==> config.mk <==
export PLATFORM = sky130hd
export DESIGN_NAME = gc_rx
export DESIGN_NICKNAME = d
export VERILOG_FILES = /design/src/rtl/gc_rx.sv
export SDC_FILE = /design/constraint.sdc
export NUM_CORES = 1
export LEC_CHECK = 0
export BUFFER_PORTS_ARGS = -buffer_cell sky130_fd_sc_hd__buf_4
export CORE_UTILIZATION = 50
export DETAILED_ROUTE_END_ITERATION = 12
export GPL_ROUTABILITY_DRIVEN = 0
export PLACE_DENSITY = 0.65
export SKIP_CTS_REPAIR_TIMING = 1
export SLEW_MARGIN = 10
export SYNTH_ARGS = -nofsm -noshare
export SYNTH_HDL_FRONTEND = slang
export SYNTH_SLANG_ARGS = --single-unit
==> constraint.sdc <==
create_clock -name clk -period 3.15 [get_ports clk]
set_input_delay 0.1575 -clock clk [delete_from_list [all_inputs] [get_ports clk]]
set_output_delay 0.1575 -clock clk [all_outputs]
set_load 0.005 [all_outputs]
==> src/rtl/gc_rx.sv <==
// N64/GameCube single-wire receiver: classifies low-pulse widths into bits,
// packs them MSB-first into bytes and reports frame end after the stop bit.
module gc_rx #(
  parameter int CLK_PER_US  = 50,
  parameter int ONE_MAX_CLK = 2 * CLK_PER_US,
  parameter int LOW_MAX_CLK = 5 * CLK_PER_US,
  parameter int IDLE_CLK    = 5 * CLK_PER_US
) (
  input  logic       clk,
  input  logic       rst_n,
  input  logic       line_in,
  input  logic       tx_active,
  output logic [7:0] data,
  output logic       data_valid,
  output logic       frame_done,
  output logic       frame_err,
  output logic       busy
);

  localparam int CNT_MAX = (LOW_MAX_CLK > IDLE_CLK) ? LOW_MAX_CLK : IDLE_CLK;
  localparam int CW      = $clog2(CNT_MAX) + 1;

  localparam logic [CW-1:0] ONE_MAX  = CW'(ONE_MAX_CLK);
  localparam logic [CW-1:0] LOW_MAX  = CW'(LOW_MAX_CLK);
  localparam logic [CW-1:0] IDLE_MAX = CW'(IDLE_CLK);
  localparam logic [CW-1:0] CNT_ONE  = CW'(1);

  typedef enum logic [1:0] {S_IDLE, S_LOW, S_HIGH} state_t;

  state_t        state, state_nxt;
  logic          line_p0, line_p1, line_p2;
  logic          line_s, fall;
  logic [CW-1:0] cnt, cnt_nxt;
  logic [2:0]    bit_cnt, bit_cnt_nxt;
  logic [7:0]    sr, sr_nxt, sr_shift, data_nxt;
  logic          bit_val;
  logic          data_valid_nxt, frame_done_nxt, frame_err_nxt;

  function automatic logic [CW-1:0] sat_inc(input logic [CW-1:0] v);
    return (v == '1) ? v : v + 1'b1;
  endfunction

  // Synchronizer stages p0/p1; p2 holds the previous line_s for edge detect
  always_ff @(posedge clk or negedge rst_n) begin
    if (!rst_n) begin
      line_p0 <= 1'b1;
      line_p1 <= 1'b1;
      line_p2 <= 1'b1;
    end else begin
      line_p0 <= line_in;
      line_p1 <= line_p0;
      line_p2 <= line_p1;
    end
  end

  assign line_s   = line_p1;
  assign fall     = !line_p1 && line_p2;
  assign bit_val  = (cnt < ONE_MAX);
  assign sr_shift = {sr[6:0], bit_val};
  assign busy     = (state != S_IDLE);

  always_comb begin
    state_nxt      = state;
    cnt_nxt        = cnt;
    bit_cnt_nxt    = bit_cnt;
    sr_nxt         = sr;
    data_nxt       = data;
    data_valid_nxt = 1'b0;
    frame_done_nxt = 1'b0;
    frame_err_nxt  = 1'b0;
    if (tx_active) begin
      state_nxt   = S_IDLE;
      cnt_nxt     = '0;
      bit_cnt_nxt = '0;
    end else begin
      case (state)
        S_IDLE: begin
          if (fall) begin
            state_nxt   = S_LOW;
            cnt_nxt     = CNT_ONE;
            bit_cnt_nxt = '0;
          end
        end
        S_LOW: begin
          // An over-long low aborts even if the line rose in this same cycle
          if (cnt >= LOW_MAX) begin
            frame_err_nxt = 1'b1;
            state_nxt     = S_IDLE;
          end else if (line_s) begin
            sr_nxt      = sr_shift;
            bit_cnt_nxt = bit_cnt + 3'd1;
            if (bit_cnt == 3'd7) begin
              data_nxt       = sr_shift;
              data_valid_nxt = 1'b1;
            end
            cnt_nxt   = CNT_ONE;
            state_nxt = S_HIGH;
          end else begin
            cnt_nxt = sat_inc(cnt);
          end
        end
        S_HIGH: begin
          // Only a frame of whole bytes plus one stop pulse ends cleanly
          if (cnt >= IDLE_MAX) begin
            if (bit_cnt == 3'd1) frame_done_nxt = 1'b1;
            else                 frame_err_nxt  = 1'b1;
            state_nxt = S_IDLE;
          end else if (fall) begin
            cnt_nxt   = CNT_ONE;
            state_nxt = S_LOW;
          end else begin
            cnt_nxt = sat_inc(cnt);
          end
        end
        default: state_nxt = S_IDLE;
      endcase
    end
  end

  always_ff @(posedge clk or negedge rst_n) begin
    if (!rst_n) begin
      state      <= S_IDLE;
      cnt        <= '0;
      bit_cnt    <= '0;
      sr         <= '0;
      data       <= '0;
      data_valid <= 1'b0;
      frame_done <= 1'b0;
      frame_err  <= 1'b0;
    end else begin
      state      <= state_nxt;
      cnt        <= cnt_nxt;
      bit_cnt    <= bit_cnt_nxt;
      sr         <= sr_nxt;
      data       <= data_nxt;
      data_valid <= data_valid_nxt;
      frame_done <= frame_done_nxt;
      frame_err  <= frame_err_nxt;
    end
  end

endmodule

; After elaboration in Yosys (flattened, before gate mapping)
; Cells that the tools add are included.
[totals]
ff_bits = 35
output_inout_bits = 12
word_cells = 70
[op_classes]
n_addsub = 2
n_lt_le_gt_ge = 2
eq_ne = 10
muxes = 33
bitwise_logic = 2
n_reduce_logical = 10
[ops]
columns = cell, n
row1 = $mux W9, 7
row2 = $pmux W9 S3, 1
row3 = $mux W1, 13
row4 = $mux W3, 4
row5 = $ne A3 B3 Y1 const B, 4
row6 = $reduce_and A4 Y1, 3
row7 = $mux W2, 5
row8 = $add A9 B1 Y9 const B, 1
row9 = $eq A9 B9 Y1 const B, 1
row10 = $ge A9 B8 Y1 const B, 1
row11 = $lt A9 B7 Y1 const B, 1
row12 = $pmux W2 S3, 1
row13 = $pmux W3 S2, 1
row14 = $reduce_and A5 Y1, 1
row15 = $ne A4 B4 Y1 const B, 1
row16 = $reduce_bool A4 Y1, 1
row17 = $add A3 B1 Y3 const B, 1
row18 = $eq A3 B1 Y1 const B, 1
row19 = $eq A3 B3 Y1 const B, 1
row20 = $reduce_bool A3 Y1, 1
row21 = $eq A2 B1 Y1 const B, 1
row22 = $eq A2 B2 Y1 const B, 1
row23 = $logic_not A2 Y1, 1
row24 = $not A1 Y1, 2
row25 = 4 further kinds, 4

; Logic depth before layout (Yosys ltp)
[depth]
word_depth = 6
depth_mapped = 8
ltp_nobuf = 7

; Worst setup path before layout
; OpenSTA, ideal clock, no wires.
[synth_path]
path_kind = flip-flop to flip-flop
start = reg state[1]
end = reg data[0]
arrival_time_ps = 1751
required_time_ps = 3025
slack_ps = 1274
path_stages_with_launch = 9
n_path_buf = 1
synth_period_minus_slack_ps = 1876
cell_sequence = dfrtp_1 inv_1 ha_1 buf_2 and2b_1 nand2_1 nor2_4 nand2_8 mux2_4
[synth_via]
elab_chain_cells = 2
[synth_rtl]
columns = item, line_no
row1 = start: declaration, 30  ; state_t state, state_nxt;
row2 = start signal: assignment, 131  ; state <= state_nxt;
row3 = $eq A2 B1 Y1, 76  ; case (state)
row4 = $reduce_and A5 Y1 (no line), n/a
row5 = end signal: assignment, 135  ; data <= data_nxt;
row6 = end: declaration, 13  ; output logic [7:0] data,
; No other way between the ends.
; A chain may end at the register's enable or synchronous reset.

; Worst setup path after layout
; Same ends and word-level chain as after synthesis.

==> reports/results.ini <==
[run_status]
status = complete, no violations

[setup_path]
crit_chain = inv_1 > ha_1 > and2b_1 > nand2_1 > nor2_4 > nand2_8 > mux2_4
critical-path-max-stage-delay_ps = 420
slowest_stage = dfrtp_1
path_buf_inv = 1
cp_data_arrival_time_ps = 2350
timing_worst_setup_path_type = reg2reg
crit_fanout = 10
worstPathRequired_ps = 3380
end_kind = register
worstSetupStartpointType = register
crit_family = simple AND/OR/NAND/NOR gates

[die]
die_x_um = 62.26
die_h_um = 62.26
pin_count = 16
initial_core_util = 0.5315
placementRows = 21
floorplan.core_area_sq_mm = 0.003416
die-area_sq_mm = 0.003876

[synth]
async_reset_ff_frac = 1.000
synth_nets = 170
synth-edff-count = 0
ys_warn_count = 0
ys_ff_latch = 35
syn_avg_cell_area_sq_um = 11.49
syn_inst = 158
syn_area_sq_mm = 0.001815
synth-main-ff-cell = dfrtp_1
synth-seq-area-share = 0.4845
ys_types = 47

[power_and_ir_drop]
clkPwrFrac = 0.275
net-switching-power_uw = 249.6
power.density_mw_per_mm2 = 423.7
p_seq_frac = 0.583
switching_share = 0.2869
power_frac_comb = 0.142
power.leakage_uw = 0.0009766
ir_worst_vdd_mv = 0.3052
internal-power_uw = 620.4

[timing]
worstMarginPinSlew_ps = 470.7
rsz0062_at_grt = no
whs_ps = 41.97
min_period_over_period = 0.6725
fin_skew_ps = 9.242
fmax_mhz = 472.0
fin_setup_tns_ps = 0
finalSetupViolations = 0
period_needed_ps = 2119
slew_headroom = 0.6862
hold_viol = 0
drv_slew = 0

[global_routing]
grt_antenna_before_repair = 0
met3_usage = 0.04963
gr-max-usage-layer = met2
met1_usage = 0.2631
grt_usage = 0.1922
grt_pass1_wl_um = 5664
grt_max_degree = 36
grt_util_met2 = 0.2898
grt_pass1_vias = 1212
grt_overflow = 0

[clock_network]
ctsLongestPathBuffers = 2
tritoncts = done
ctsRootBufferMaster = clkbuf_4
clk-insertion-delay-late_ps = 350
clk_pin_slew_ps = 100
numCtsBuffers = 5
htree_levels = 2
clkSinkCount = 35

[cells_and_area]
syn_to_final_growth_pct = 13.09
final_cell_area_sq_mm = 0.002053
layout.nets = 192
n_antenna_cell = 0
drive_gt1_frac = 0.2873

[route]
wire_per_inst_um = 14.63
ant_nets = 0
routed_wirelength_um = 3322
post-route-drc-count = 0
vias = 1277
drtIter0Drc = 41
first_pass_iters = 5
vias_per_cell = 5.626

[placed_design]
dpl_cell_area_sq_mm = 0.001976
dpl.hpwl_um = 2419
io_buffers = 15

[job]
maxCapViolations = 0

[min_path]
hold_path.class = in2reg

-- cell families after synthesis --
kind of cell / after synthesis / synth area share
and+or+nand+nor: 44 / 0.1440
AOI/OAI and AO/OA: 43 / 0.1682
DFF: 35 / 0.4845
buffers and inverters: 10 / 0.02205
adders and majority gates: 8 / 0.05514
xor gates and xnor gates: 1 / 0.004825
muxes: 17 / 0.1213
-- cell usage after synthesis, types with 3 or more instances --
library cell | number | area (sq um)
a21oi_1 | 15 | 75.07
a41oi_1 | 3 | 26.28
dfrtp_1 | 32 | 800.8
dfstp_2 | 3 | 78.83
ha_1 | 8 | 100.1
inv_1 | 8 | 30.03
mux2_2 | 8 | 90.09
mux2_4 | 8 | 120.1
nand2b_1 | 4 | 25.02
nand3_1 | 4 | 20.02
nor2_1 | 14 | 52.55
nor3_1 | 5 | 25.02
o21ai_0 | 7 | 35.03
-- cells in the final DEF, fill, tap and decap left out, types with 2 or more instances in the layout --
cell,n
a21oi_1,15
ha_1,8
dfrtp_1,32
a41oi_1,3
mux2_2,8
nand4_1,2
o21a_1,2
clkinvlp_4,2
buf_4,15
dfstp_2,3
dlygate4sd3_1,2
nand2_1,2
mux2_4,8
nor3_1,5
nand3_1,4
o21ai_0,7
nor2_1,14
a31oi_1,2
clkbuf_4,5
inv_1,8
a22o_1,2
nand2b_1,4
-- final cells by class --
class	instances	area [sq um]
inverter	8	30.03
clock inverter	3	20.02
multi-input combinational	113	895.9
sequential	35	879.6
clock buffer	5	37.54
tap	46	57.56
fill	298	1363
timing repair buffer	17	132.6
-- routing by layer --
metal  vias to the layer above  share of wire
li1                        628              -
met1                       614           0.47
met2                        28           0.47
met3                         7          0.043
met4                         0          0.017
met5                         -              0
-- registers in the layout, summed over array words and instances, names as in the netlist --
signal	cells
bit_cnt	3
cnt	9
data	8
data_valid	1
frame_done	1
frame_err	1
line_p0	1
line_p1	1
line_p2	1
sr	7
state	2
-- metrics by stage --
step / utilization / power [uW] / cells / setup slack [ps]
floorplan: - / 595.0 / 158 / 1274
global placement: 0.5784 / 632.6 / 217 / 1132
detailed placement: 0.5784 / 637.0 / 217 / 1043
CTS: 0.5952 / 882.5 / 225 / 1041
global route: 0.6011 / 918.7 / 227 / 886.2
finish: 0.6011 / 870.0 / 227 / 1031
-- path summary, 6_finish.rpt --
check | startpoint | end | slack (ps) | depth (start not counted)
setup / recovery | state[1] | data[0] | 1030 | 7
hold / removal | tx_active | frame_done | 40 | 2
setup reg to reg | state[1] | data[0] | 1030 | 7
hold reg to reg | line_p0 | line_p1 | 360 | 0
max in group asynchronous | rst_n | line_p2 | 2530 | 2
min in group asynchronous | rst_n | data[1] | 290 | 2
-- power by group through the flow --
stage | Sequential, uW | Clock, uW | Combinational, uW
2_1_floorplan | 506 | 0 | 89.1
3_3_place_gp | 515 | 0 | 118
3_5_place_dp | 517 | 0 | 120
4_1_cts | 508 | 253 | 122
5_1_grt | 513 | 268 | 137
6_report | 507 | 239 | 123
Note: power is estimated with default switching activity, not from simulation.
